[src/rtl/axi_req_sched_pkg.sv]
// Shared types for the AXI request scheduler: the write-buffer entry and the
// line-address slice used for hazard compares.
package axi_req_sched_pkg;

   localparam int LINE_HI = 31;
   localparam int LINE_LO = 4;
   localparam int LINE_W  = LINE_HI - LINE_LO + 1;

   typedef struct packed {
      logic [2:0]   wtype;
      logic [31:0]  addr;
      logic [3:0]   wstrb;
      logic [127:0] data;
   } wr_entry_t;

   typedef enum logic [1:0] {
      LOCK_NONE = 2'd0,
      LOCK_IC   = 2'd1,
      LOCK_DC   = 2'd2
   } lock_e;

endpackage

[src/rtl/axi_req_sched_wb_fifo.sv]
// Circular write buffer for DCache line writebacks, with a per-entry line
// address compare so reads can detect pending writes to the same line.
module axi_req_sched_wb_fifo
   import axi_req_sched_pkg::*;
#(
   parameter int DEPTH = 2
) (
   input  logic              clk_i,
   input  logic              rst_ni,
   input  logic              push_i,
   input  wr_entry_t         push_entry_i,
   input  logic              pop_i,
   output wr_entry_t         head_o,
   output logic              full_o,
   output logic              empty_o,
   input  logic [LINE_W-1:0] cmp_line_i,
   output logic [DEPTH-1:0]  match_o
);

   localparam int PW = (DEPTH > 1) ? $clog2(DEPTH) : 1;
   localparam int CW = $clog2(DEPTH + 1);

   logic [PW-1:0]    wr_ptr_q;
   logic [PW-1:0]    rd_ptr_q;
   logic [CW-1:0]    count_q;
   logic [DEPTH-1:0] valid_q;
   wr_entry_t        mem_q [DEPTH];

   // Pointers wrap naturally because DEPTH is a power of two.
   always_ff @(posedge clk_i or negedge rst_ni) begin
      if (!rst_ni) begin
         wr_ptr_q <= '0;
         rd_ptr_q <= '0;
         count_q  <= '0;
         valid_q  <= '0;
      end else begin
         if (push_i) begin
            wr_ptr_q          <= wr_ptr_q + PW'(1);
            valid_q[wr_ptr_q] <= 1'b1;
         end
         if (pop_i) begin
            rd_ptr_q          <= rd_ptr_q + PW'(1);
            valid_q[rd_ptr_q] <= 1'b0;
         end
         if (push_i && !pop_i) begin
            count_q <= count_q + CW'(1);
         end else if (!push_i && pop_i) begin
            count_q <= count_q - CW'(1);
         end
      end
   end

   always_ff @(posedge clk_i) begin
      if (push_i) begin
         mem_q[wr_ptr_q] <= push_entry_i;
      end
   end

   assign head_o  = mem_q[rd_ptr_q];
   assign full_o  = (count_q == CW'(DEPTH));
   assign empty_o = (count_q == '0);

   always_comb begin
      match_o = '0;
      for (int i = 0; i < DEPTH; i++) begin
         match_o[i] = valid_q[i] && (mem_q[i].addr[LINE_HI:LINE_LO] == cmp_line_i);
      end
   end

endmodule

[src/rtl/axi_req_sched.sv]
// Scheduler between the cache miss ports and the AXI bridge: buffers writebacks,
// arbitrates reads with bounded starvation, caps outstanding reads, blocks RAW hazards.
module axi_req_sched
   import axi_req_sched_pkg::*;
#(
   parameter int WB_DEPTH   = 2,
   parameter int STARVE_MAX = 4,
   parameter int MAX_RD_OUT = 2
) (
   input  logic         aclk,
   input  logic         aresetn,
   input  logic         icache_rd_req,
   input  logic [2:0]   icache_rd_type,
   input  logic [31:0]  icache_rd_addr,
   output logic         icache_rd_rdy,
   input  logic         dcache_rd_req,
   input  logic [2:0]   dcache_rd_type,
   input  logic [31:0]  dcache_rd_addr,
   output logic         dcache_rd_rdy,
   input  logic         dcache_wr_req,
   input  logic [2:0]   dcache_wr_type,
   input  logic [31:0]  dcache_wr_addr,
   input  logic [3:0]   dcache_wr_wstrb,
   input  logic [127:0] dcache_wr_data,
   output logic         dcache_wr_rdy,
   output logic         br_icache_rd_req,
   output logic [2:0]   br_icache_rd_type,
   output logic [31:0]  br_icache_rd_addr,
   input  logic         br_icache_rd_rdy,
   output logic         br_dcache_rd_req,
   output logic [2:0]   br_dcache_rd_type,
   output logic [31:0]  br_dcache_rd_addr,
   input  logic         br_dcache_rd_rdy,
   input  logic         br_icache_ret_last,
   input  logic         br_dcache_ret_last,
   output logic         br_dcache_wr_req,
   output logic [2:0]   br_dcache_wr_type,
   output logic [31:0]  br_dcache_wr_addr,
   output logic [3:0]   br_dcache_wr_wstrb,
   output logic [127:0] br_dcache_wr_data,
   input  logic         br_dcache_wr_rdy
);

   localparam int RW = $clog2(MAX_RD_OUT + 1);
   localparam int SW = $clog2(STARVE_MAX + 1);
   localparam logic [RW-1:0] RD_MAX = RW'(MAX_RD_OUT);
   localparam logic [SW-1:0] ST_MAX = SW'(STARVE_MAX);

   wr_entry_t         push_entry, head, head_out;
   logic              wb_full, wb_empty, push, pop, wr_req_int;
   logic [WB_DEPTH-1:0] wb_match;
   logic              inflight_q;
   logic [LINE_W-1:0] inflight_line_q;
   logic [SW-1:0]     starve_q, starve_d;
   logic [RW-1:0]     rd_out_q, rd_out_d;
   lock_e             lock_q, lock_d;
   logic              dcache_hz, rd_room, ic_elig, dc_elig;
   logic              gnt_ic, gnt_dc, ic_hs, dc_hs, ret_any;

   assign push_entry = '{wtype: dcache_wr_type, addr: dcache_wr_addr,
                         wstrb: dcache_wr_wstrb, data: dcache_wr_data};
   assign push       = dcache_wr_req & ~wb_full;
   assign wr_req_int = ~wb_empty & ~inflight_q;
   assign pop        = wr_req_int & br_dcache_wr_rdy;

   axi_req_sched_wb_fifo #(.DEPTH(WB_DEPTH)) u_wb_fifo (
      .clk_i        (aclk),
      .rst_ni       (aresetn),
      .push_i       (push),
      .push_entry_i (push_entry),
      .pop_i        (pop),
      .head_o       (head),
      .full_o       (wb_full),
      .empty_o      (wb_empty),
      .cmp_line_i   (dcache_rd_addr[LINE_HI:LINE_LO]),
      .match_o      (wb_match)
   );

   assign dcache_hz = dcache_rd_req & ((|wb_match) |
                      (inflight_q & (inflight_line_q == dcache_rd_addr[LINE_HI:LINE_LO])));
   assign rd_room   = (rd_out_q < RD_MAX);
   assign ic_elig   = icache_rd_req & rd_room;
   assign dc_elig   = dcache_rd_req & rd_room & ~dcache_hz;

   // A locked grant is held until accepted; otherwise DCache wins unless ICache has starved.
   always_comb begin
      gnt_ic = 1'b0;
      gnt_dc = 1'b0;
      if (lock_q == LOCK_IC) begin
         gnt_ic = 1'b1;
      end else if (lock_q == LOCK_DC) begin
         gnt_dc = 1'b1;
      end else if (dc_elig && !(ic_elig && (starve_q == ST_MAX))) begin
         gnt_dc = 1'b1;
      end else begin
         gnt_ic = ic_elig;
      end
   end

   assign ic_hs   = gnt_ic & br_icache_rd_rdy;
   assign dc_hs   = gnt_dc & br_dcache_rd_rdy;
   assign ret_any = br_icache_ret_last | br_dcache_ret_last;

   always_comb begin
      lock_d = LOCK_NONE;
      if (gnt_ic && !br_icache_rd_rdy) begin
         lock_d = LOCK_IC;
      end else if (gnt_dc && !br_dcache_rd_rdy) begin
         lock_d = LOCK_DC;
      end

      starve_d = starve_q;
      if (!icache_rd_req || ic_hs) begin
         starve_d = '0;
      end else if (dc_hs && (starve_q != ST_MAX)) begin
         starve_d = starve_q + SW'(1);
      end

      rd_out_d = rd_out_q;
      if ((ic_hs || dc_hs) && !ret_any) begin
         rd_out_d = rd_out_q + RW'(1);
      end else if (!(ic_hs || dc_hs) && ret_any && (rd_out_q != '0)) begin
         rd_out_d = rd_out_q - RW'(1);
      end
   end

   // Inflight covers the write between its pop and the next idle cycle of the bridge write port.
   always_ff @(posedge aclk or negedge aresetn) begin
      if (!aresetn) begin
         inflight_q      <= 1'b0;
         inflight_line_q <= '0;
         starve_q        <= '0;
         rd_out_q        <= '0;
         lock_q          <= LOCK_NONE;
      end else begin
         if (pop) begin
            inflight_q      <= 1'b1;
            inflight_line_q <= head.addr[LINE_HI:LINE_LO];
         end else if (inflight_q && br_dcache_wr_rdy) begin
            inflight_q <= 1'b0;
         end
         starve_q <= starve_d;
         rd_out_q <= rd_out_d;
         lock_q   <= lock_d;
      end
   end

   assign head_out           = aresetn ? head : '0;
   assign dcache_wr_rdy      = aresetn & ~wb_full;
   assign br_dcache_wr_req   = aresetn & wr_req_int;
   assign br_dcache_wr_type  = head_out.wtype;
   assign br_dcache_wr_addr  = head_out.addr;
   assign br_dcache_wr_wstrb = head_out.wstrb;
   assign br_dcache_wr_data  = head_out.data;

   assign br_icache_rd_req  = aresetn & gnt_ic;
   assign br_dcache_rd_req  = aresetn & gnt_dc;
   assign icache_rd_rdy     = aresetn & ic_hs;
   assign dcache_rd_rdy     = aresetn & dc_hs;
   assign br_icache_rd_type = aresetn ? icache_rd_type : '0;
   assign br_icache_rd_addr = aresetn ? icache_rd_addr : '0;
   assign br_dcache_rd_type = aresetn ? dcache_rd_type : '0;
   assign br_dcache_rd_addr = aresetn ? dcache_rd_addr : '0;

endmodule

[config.mk]
export PLATFORM = sky130hd
export DESIGN_NAME = axi_req_sched
export DESIGN_NICKNAME = d
export VERILOG_FILES = /design/src/rtl/axi_req_sched_pkg.sv /design/src/rtl/axi_req_sched_wb_fifo.sv /design/src/rtl/axi_req_sched.sv
export SDC_FILE = /design/constraint.sdc
export NUM_CORES = 1
export LEC_CHECK = 0
export BUFFER_PORTS_ARGS = -buffer_cell sky130_fd_sc_hd__buf_2
export CORE_ASPECT_RATIO = 0.5
export CORE_MARGIN = 2
export CORE_UTILIZATION = 47
export DETAILED_ROUTE_END_ITERATION = 12
export PLACE_DENSITY = 0.84
export SYNTH_ARGS = -nofsm -noshare
export SYNTH_HDL_FRONTEND = slang
export SYNTH_HIERARCHICAL = 1
export SYNTH_SLANG_ARGS = --single-unit
[constraint.sdc]
create_clock -name aclk -period 9.2 [get_ports aclk]
set_input_delay 1.84 -clock aclk [delete_from_list [all_inputs] [get_ports aclk]]
set_output_delay 1.84 -clock aclk [all_outputs]
set_load 0.01 [all_outputs]
# Word-level counts from Yosys, hierarchy flattened
# Memory sizes are Yosys's and may differ from the RTL's.
# Cells that the tools add are included.
dict set report classes {
  add_sub_neg 7
  order_cmp 5
  n_eq_ne 8
  n_mux 29
  bitwise 25
  reduce_logical 32
}
# op n
set ops {}
lappend ops {{$mux 167} 1}
lappend ops {{$eq 28x28->1} 3}
lappend ops {{$mux 32} 2}
lappend ops {{$and 1x1->1} 16}
lappend ops {{$mux 2} 8}
lappend ops {{$logic_and 1x1->1} 15}
lappend ops {{$mux 1} 12}
lappend ops {{$mux 3} 4}
lappend ops {{$reduce_bool 2->1} 5}
lappend ops {{$logic_not 1->1} 8}
lappend ops {{$add 2x1->2 const B} 2}
lappend ops {{$eq 2x2->1 const B} 2}
lappend ops {{$lt 1x2->1 const B} 2}
lappend ops {{$not 1->1} 4}
lappend ops {{$sub 2x1->2 const B} 2}
lappend ops {{$add 3x1->3 const B} 1}
lappend ops {{$eq 3x3->1 const B} 1}
lappend ops {{$ne 3x3->1 const B} 1}
lappend ops {{$add 1x1->1 const B} 2}
lappend ops {{$and 2x2->2} 1}
lappend ops {{$demux 1 s1} 2}
lappend ops {{$eq 2x1->1 const B} 1}
lappend ops {{$ge 1x1->1 const B} 2}
lappend ops {{$logic_not 2->1} 1}
lappend ops {{6 further kinds} 8}
dict set report totals {
  reg_bits 42
  ram_bits 334
  in_bits 247
  output_inout_bits 243
  wordCells 116
  mem_count 1
}
# memory depth word_bits read_ports rd_ports_with_merged_regs write_ports line
set mem_list {}
lappend mem_list {u_wb_fifo.mem_q 2 167 3 0 1 axi_req_sched_wb_fifo.sv:27} ;# wr_entry_t mem_q [DEPTH];

# Longest topological paths before layout
# Gate-level depths: netlist of the first run.
dict set report depth {
  depth_word 18
  ltp_mapped 11
  depth_no_buf 11
}

# Modules after synthesis
# The synthesis of the first run kept the hierarchy.
# module instances cells_per_inst area_each_um2 seq_area_each_um2
set by_module_without_submodules {}
lappend by_module_without_submodules {axi_req_sched_wb_fifo 1 616 12883.6 10179.8}
lappend by_module_without_submodules {axi_req_sched 1 434 3569.7 900.9}

# Least setup slack after synthesis of the first run
# OpenSTA, ideal clock, no wires.
dict set report synth_path {
  path_type {input to register}
  startpoint {in dcache_wr_req}
  endpoint {reg u_wb_fifo.valid_q[0]}
  setup_ns 0.096
  arrival_ns 10.198
  required_time_ns 9.104
  path_slack_ns -1.094
  cell_stages 3
  n_path_buf 0
  path_cell_list {nor2b_1 nor2b_1 o22a_1}
}
dict set report synth_between {
  elab_chain_cells 4
}
# item line
set synth_lines {}
lappend synth_lines {{from (decl)} axi_req_sched.sv:20} ;# input logic dcache_wr_req,
lappend synth_lines {{$and 1x1->1 *} axi_req_sched.sv:62} ;# assign push = dcache_wr_req & ~wb_full;
lappend synth_lines {{$mux 2 *} axi_req_sched_wb_fifo.sv:37} ;# if (push_i) begin
lappend synth_lines {{$and 2x2->2 (no source line)} --}
lappend synth_lines {{$mux 2 *} axi_req_sched_wb_fifo.sv:41} ;# if (pop_i) begin
lappend synth_lines {{to (signal assigned)} axi_req_sched_wb_fifo.sv:35} ;# valid_q <= '0;
lappend synth_lines {{to (signal, indexed assignment)} axi_req_sched_wb_fifo.sv:39} ;# valid_q[wr_ptr_q] <= 1'b1;
lappend synth_lines {{to (signal, indexed assignment)} axi_req_sched_wb_fifo.sv:43} ;# valid_q[rd_ptr_q] <= 1'b0;
lappend synth_lines {{to (decl)} axi_req_sched_wb_fifo.sv:26} ;# logic [DEPTH-1:0] valid_q;
# Every way passes the cells marked *; elsewhere a longest branch is shown, timed or not.
# A chain may end at the register's enable or synchronous reset.

# Worst setup path in the final report of the first run
dict set report layout_path {
  startpoint {in dcache_rd_addr[31]}
  endpoint {out icache_rd_rdy}
}
dict set report layout_between {
  elab_chain_cells 13
  word_cells_on_any_way 17
  cone_classes {eq/ne (3); mux (3); bitwise (7); reduce/logical (4)}
}
# item line
set layout_lines {}
lappend layout_lines {{from (decl)} axi_req_sched.sv:18} ;# input logic [31:0] dcache_rd_addr,
lappend layout_lines {{$eq 28x28->1} axi_req_sched_wb_fifo.sv:66} ;# match_o[i] = valid_q[i] && (mem_q[i].addr[LINE_HI:LINE_LO] == cmp_line_i);
lappend layout_lines {{$logic_and 1x1->1} axi_req_sched_wb_fifo.sv:66}
lappend layout_lines {{named net wb_match[0]} axi_req_sched.sv:51} ;# logic [WB_DEPTH-1:0] wb_match;
lappend layout_lines {{$reduce_or 2->1} axi_req_sched.sv:79} ;# assign dcache_hz = dcache_rd_req & ((|wb_match) |
lappend layout_lines {{$or 1x1->1} axi_req_sched.sv:79}
lappend layout_lines {{$and 1x1->1} axi_req_sched.sv:79}
lappend layout_lines {{$not 1->1} axi_req_sched.sv:83} ;# assign dc_elig = dcache_rd_req & rd_room & ~dcache_hz;
lappend layout_lines {{$and 1x1->1} axi_req_sched.sv:83}
lappend layout_lines {{$logic_and 1x1->1} axi_req_sched.sv:93} ;# end else if (dc_elig && !(ic_elig && (starve_q == ST_MAX))) begin
lappend layout_lines {{$mux 1} axi_req_sched.sv:93}
lappend layout_lines {{$mux 1} axi_req_sched.sv:91} ;# end else if (lock_q == LOCK_DC) begin
lappend layout_lines {{$mux 1} axi_req_sched.sv:89} ;# if (lock_q == LOCK_IC) begin
lappend layout_lines {{$and 1x1->1} axi_req_sched.sv:100} ;# assign ic_hs = gnt_ic & br_icache_rd_rdy;
lappend layout_lines {{$and 1x1->1} axi_req_sched.sv:158} ;# assign icache_rd_rdy = aresetn & ic_hs;
lappend layout_lines {{to (decl)} axi_req_sched.sv:15} ;# output logic icache_rd_rdy,
# The timed path passes the listed nets, and every way through them passes these cells.

==> results.py, run 1 <==
metrics = {
    "timing": {
        "finalCritPeriodShare_pct": 63.02,
        "clock_skew_ps": 19.36,
        "maxSlewHeadroom_pct": 29.36,
        "tns_ps": 0,
        "period_minus_slack_ps": 5798,
        "worst_pin_slew_ps": 1060,
        "hold_viol_final": 0,
        "finalSetupViolations": 0,
        "fmax_mhz": 172.5,
        "rsz0062_at_grt": "false",
        "drv_slew": 0,
    },
    "routing": {
        "wl_per_cell_um": 20.29,
        "route.detailed.drc": 0,
        "first_pass_iters": 5,
        "viasPerCell": 5.025,
        "drt-total-wl_mm": 41.57,
        "drtIter0Drc": 736,
        "antenna_left": 0,
        "via_count": 10300,
    },
    "finish": {
        "fin_cells": 2049,
        "nets": 1787,
        "drive_gt1_share_pct": 48.37,
        "synthToLayoutAreaGrowth_pct": 24.98,
    },
    "global_routing": {
        "overflow": 0,
        "grt_usage_pct": 21.61,
        "grt_start_max_net_pins": 111,
        "grt_pass1_vias": 10360,
        "grt_pass1_wl_mm": 59.69,
        "antenna_found_initial": 12,
    },
    "logic_synthesis": {
        "synth_area_leaders": "edfxtp_1 (61%), mux2_2 (13%), and2_1 (9.1%)",
        "ys_seq_area_share_pct": 67.35,
        "synth_seq_cells": 376,
        "yosys.area.top_type": "edfxtp_1",
        "synth_top_cell_area_share_pct": 60.96,
        "avgSynthCellArea_sq_um": 15.67,
        "async_flop_share_pct": 11.17,
        "ys_types": 40,
        "ys_warn_count": 6,
        "yosys-top-cells-count": "edfxtp_1 (334), and2_1 (239), mux2_2 (195)",
        "syn_inst": 1050,
        "synthFlopType": "edfxtp_1",
        "synth_most_common_cell": "edfxtp_1",
        "synth_edf_count": 334,
        "syn_area_sq_um": 16450,
        "synth_nets": 1300,
    },
    "placed_design": {
        "hpwl_mm": 29.02,
        "dpl.cell_count": 1974,
        "gp_congestion": 0.8738,
        "portBuffers": 489,
    },
    "setup_path": {
        "regToRegSetupSlack_ps": 6070,
        "cp_cell_sequence": "buf_2, xor2_1, nor4_1, nand4_1, nor4_2, nor2_1, nand4_1, a31oi_1, o21ai_2, and3_1, and2_1, buf_2",
        "crit_fanout": 4,
        "required_ps": 7360,
        "critPathKind": "in2out",
        "crit_arrival_ps": 3960,
        "slowest_delay_ps": 440,
        "crit_slowest_cell": "nor4_1",
        "endpoint_kind": "output pin",
        "cp-start-kind": "input pin",
    },
    "power_and_ir_drop": {
        "intPower_uw": 3993,
        "leakage_uw": 0.008276,
        "power_density_nw_per_um2": 278.2,
        "power_frac_seq_pct": 44.3,
        "combinationalPowerShare_pct": 30.0,
        "switching_share_pct": 30.20,
        "vdd_ir_drop_max_mv": 0.1489,
        "clkPwrFrac_pct": 25.7,
        "p_switching_uw": 1728,
    },
    "cts": {
        "cts_resized": 0,
        "cts_buffers": 36,
        "path_clk_slew_ps": 60,
        "clock_sinks": 376,
        "root_buffer": "clkbuf_16",
        "hold_buffers": 0,
        "insertion_delay_ps": 520,
        "htreeDepth": 2,
        "cts_setup_buffers": 0,
        "cts_tree": "done",
        "cts_buffer_depth": 3,
    },
    "floorplanning": {
        "num_rows": 48,
        "design.core.area_sq_um": 34470,
        "die_area_sq_um": 36610,
        "die_x_um": 268.6,
        "pin_count": 490,
        "dieHeight_um": 136.3,
        "initial_core_util_pct": 47.73,
    },
    "status": {
        "status": "finished clean",
    },
    "flow_run": {
        "maxCapViolations": 0,
    },
    "worst_hold_path": {
        "min_path_type": "reg2reg",
    },
}
-- cell type report --
type / instances / area (sq um)
inverter: 8 / 30.03
timing repair buffer: 498 / 2521
multi-input combinational: 617 / 5150
sequential: 376 / 11080
clock inverter: 12 / 122.6
fill: 2694 / 13910
antenna: 11 / 27.53
tap: 475 / 594.3
clock buffer: 52 / 1033
-- layer usage --
| layer | global-route usage [%] | routed length [um] | up-vias |
|---|---|---|---|
| met2 | 37.90 | 22180 | 279 |
| met5 | 0 | 13 | - |
| met4 | 9.444 | 1530 | 2 |
| met3 | 4.256 | 1776 | 92 |
| met1 | 26.11 | 16070 | 5116 |
| li1 | - | - | 4807 |
-- placed cells by master, fill, tap and decap left out, types with 6 or more instances in the layout --
master | synthesis | layout
xnor2_1 | 19 | 19
nor2_1 | 6 | 6
nor4_1 | 16 | 16
nor2b_1 | 8 | 7
buf_2 | 19 | 488
mux2_2 | 195 | 195
nand4_1 | 13 | 13
clkbuf_1 | 30 | 11
inv_1 | 8 | 8
diode_2 | 0 | 11
clkbuf_16 | 0 | 38
xor2_1 | 69 | 69
dfrtp_1 | 42 | 41
and2_1 | 239 | 238
edfxtp_1 | 334 | 334
buf_4 | 0 | 9
-- critical path: cells and delay by family --
family / cells / cell delay (ps)
simple gates: 7 / 1470
buf+inv: 2 / 270
compound gates: 2 / 220
xor+xnor: 1 / 160
-- sequential cells by signal, indices dropped and copies added, names as in the netlist --
signal and count:
inflight_q 1, u_wb_fifo/valid_q 2, u_wb_fifo/wr_ptr_q 1, lock_q 2, u_wb_fifo/count_q 2, inflight_line_q 28, rd_out_q 2, u_wb_fifo/mem_q 334
u_wb_fifo/rd_ptr_q 1, starve_q 3
-- logic make-up after synthesis --
group	after synthesis	synth area share, %
adder cells (fa/ha/maj)	3	0.2282
flip-flops	376	67.35
multiplexers	195	13.35
AO/OA/AOI/OAI	21	1.110
AND/OR/NAND/NOR	310	11.84
XOR/XNOR	88	4.684
buffers and inverters	57	1.445
-- final timing paths --
kind	from	to	cells past startpoint
min in group asynchronous	aresetn	inflight_line_q[22]	1
worst min-delay path	u_wb_fifo/count_q[1]	u_wb_fifo/count_q[1]	1
worst max-delay path	dcache_rd_addr[31]	icache_rd_rdy	12
worst max register to register	u_wb_fifo/mem_q[0][163]	rd_out_q[0]	11
worst min register to register	u_wb_fifo/count_q[1]	u_wb_fifo/count_q[1]	1
max in group asynchronous	aresetn	inflight_line_q[4]	2
-- power by group through the flow --
stage | Combinational, uW | Clock [uW] | Sequential, uW
5_1_grt | 1850 | 1570 | 2570
3_3_place_gp | 1700 | 0 | 2540
6_report | 1720 | 1470 | 2530
3_5_place_dp | 1720 | 0 | 2570
2_1_floorplan | 1180 | 0 | 2550
4_1_cts | 1730 | 1500 | 2530
-- metrics by stage --
step / worst slack, ps / util, % / power [uW] / cell area, sq um / hold slack [ps]
6_report: 3402 / 59.65 / 5721 / 20560 / 505.5
5_1_grt: 3286 / 59.65 / 5987 / 20560 / 510.3
4_1_cts: 3410 / 59.57 / 5765 / 20540 / 503.3
3_5_place_dp: 3416 / 56.22 / 4286 / 19380 / 493.6
3_3_place_gp: 3448 / 56.22 / 4242 / 19380 / 477.2
2_1_floorplan: 2226 / - / 3725 / 16460 / 456.3
(Power assumes the default switching activity.)
==> run 2, diff against run 1 <==
==> constraint.sdc (replaced) <==
create_clock -name aclk -period 5.3 [get_ports aclk]
set_input_delay 1.06 -clock aclk [delete_from_list [all_inputs] [get_ports aclk]]
set_output_delay 1.06 -clock aclk [all_outputs]
set_load 0.01 [all_outputs]
==> run 2 against run 1 <==
- global-route usage hardly changed
- cell area rose by 0.47%
- non-clock buffer count increased by 3
- die area unchanged
- via count fell by 0.73%
- count of clock-buffer cells in the layout decreased by 6
- critical endpoint unchanged
==> results.py, run 2 (synthesis gave the netlist of run 1 again) <==
metrics = {
    "placed_design": {
        "post_dp_cell_area_sq_um": 19480,
        "portBuffers": 489,
        "gp_congestion": 0.8588,
        "hpwl_mm": 29.32,
    },
    "global_routing": {
        "grt_pass1_wl_mm": 59.39,
        "grt_usage_pct": 21.62,
        "grt_pass1_vias": 10290,
        "antenna_found_initial": 7,
        "overflow": 0,
        "grt_start_max_net_pins": 139,
    },
    "finish": {
        "largest_register_ffs": 334,
        "final_cell_area_sq_um": 20660,
        "fill_cells": 2708,
        "layout_common_cells": "buf_2 (488), edfxtp_1 (334), and2_1 (238)",
        "final_common_cell": "buf_2",
        "drive_gt1_share_pct": 48.66,
        "regMostFlops": "u_wb_fifo/mem_q",
        "synthToLayoutAreaGrowth_pct": 25.57,
        "top_regs": "u_wb_fifo/mem_q: 334 flops, inflight_line_q: 28 flops, starve_q: 3 flops",
        "nets": 1790,
    },
    "timing": {
        "drv_slew": 0,
        "worst_pin_slew_ps": 1131,
        "fmax_mhz": 238.7,
        "period_minus_slack_ps": 4190,
        "finalCritPeriodShare_pct": 79.06,
        "finalSetupViolations": 0,
        "clock_skew_ps": 28.27,
        "tns_ps": 0,
        "rsz0062_at_grt": "false",
        "hold_viol_final": 0,
        "maxSlewHeadroom_pct": 24.45,
    },
    "routing": {
        "route.detailed.drc": 0,
        "via_count": 10220,
        "antenna_left": 0,
        "drt-total-wl_mm": 41.59,
        "first_pass_iters": 5,
        "viasPerCell": 4.983,
        "wl_per_cell_um": 20.28,
        "drtIter0Drc": 622,
    },
    "flow_run": {
        "maxCapViolations": 0,
    },
    "setup_path": {
        "worstReg2RegEnd": "rd_out_q[0]",
        "crit_fanout": 4,
        "critPathKind": "in2out",
        "r2r_cells": 11,
        "r2r_start": "u_wb_fifo/mem_q[0][148]",
        "crit_slowest_cell": "nor4_1",
        "cp_cell_sequence": "buf_2, xor2_1, nor4_1, nand4_1, nor4_2, nor2_1, nand4_1, a31oi_1, o21ai_2, and3_1, and2_1, buf_2",
        "cp-start-kind": "input pin",
        "regToRegSetupSlack_ps": 2170,
        "required_ps": 4240,
        "endpoint_kind": "output pin",
        "slowest_delay_ps": 410,
        "crit_arrival_ps": 3130,
    },
    "power_and_ir_drop": {
        "intPower_uw": 6942,
        "leakage_uw": 0.008327,
        "switching_share_pct": 30.29,
        "p_switching_uw": 3017,
        "power_density_nw_per_um2": 482.0,
        "finalPower_uw": 9958,
        "combinationalPowerShare_pct": 30.0,
        "clkPwrFrac_pct": 25.5,
        "power_frac_seq_pct": 44.4,
        "vdd_ir_drop_max_mv": 0.3142,
    },
    "floorplanning": {
        "die_area_sq_um": 36610,
        "initial_core_util_pct": 47.73,
        "dieHeight_um": 136.3,
        "pin_count": 490,
        "die_x_um": 268.6,
        "num_rows": 48,
        "design.core.area_sq_um": 34470,
    },
    "cts": {
        "cts_resized": 0,
        "cts_buffer_depth": 3,
        "insertion_delay_ps": 530,
        "cts_tree": "done",
        "clock_sinks": 376,
        "cts_setup_buffers": 0,
        "root_buffer": "clkbuf_16",
        "path_clk_slew_ps": 60,
        "cts_buffers": 36,
        "htreeDepth": 2,
        "hold_buffers": 0,
    },
    "status": {
        "status": "finished clean",
    },
    "worst_hold_path": {
        "min_path_type": "in2async",
    },
}
-- run 2: metal layers --
layer	global-route usage, %	wire (um)	up-vias
met2	38.04	22040	252
met5	0	0	-
met4	8.642	1284	0
met3	3.315	1626	86
li1	-	-	4811
met1	26.96	16640	5072
-- run 2: critical path: cells and delay by family --
kind / cells / cell delay [ps]
simple gates: 7 / 1430
buf+inv: 2 / 260
compound gates: 2 / 220
xor+xnor: 1 / 160
-- run 2: how the worst max path moves through the flow --
stage	slack, ps	cells after the start	from	end
global placement	1170	12	dcache_rd_addr[31]	icache_rd_rdy
floorplan	970	2	dcache_wr_req	u_wb_fifo/mem_q[0][0]
finish	1110	12	dcache_rd_addr[16]	icache_rd_rdy
global route	1010	12	dcache_rd_addr[20]	icache_rd_rdy
detailed placement	1170	12	dcache_rd_addr[31]	icache_rd_rdy
CTS	1160	12	dcache_rd_addr[31]	icache_rd_rdy
-- run 2: through the flow --
step / std cells / hold slack, ps / util (%) / setup WS [ps]
2_1_floorplan: 1050 / 456.3 / - / 974.1
3_3_place_gp: 1977 / 478.5 / 56.50 / 1165
3_5_place_dp: 1977 / 496.1 / 56.50 / 1170
4_1_cts: 2043 / 486.9 / 59.88 / 1159
5_1_grt: 2050 / 500.7 / 59.93 / 1010
6_report: 2051 / 492.7 / 59.93 / 1110
-- run 2: final cells by class --
cell class              instances  area [sq um]  share of cell area, %
repair buffers                501          2619                  12.67
diodes                          8         20.02                0.09689
inverters                       8         30.03                 0.1453
clock inverters                20         162.7                 0.7873
clock buffers                  46          1001                  4.845
flip-flops and latches        376         11080                  53.65
multi-input cells             617          5150                  24.93
well taps                     475         594.3                  2.877
-- run 2: power by group through the flow --
stage / combinational (uW) / clock (uW) / sequential [uW]
after floorplan: 2050 / 0 / 4360
after global placement: 2960 / 0 / 4440
after detailed placement: 2990 / 0 / 4490
after CTS: 3010 / 2590 / 4430
after global routing: 3200 / 2710 / 4500
final: 2990 / 2540 / 4430
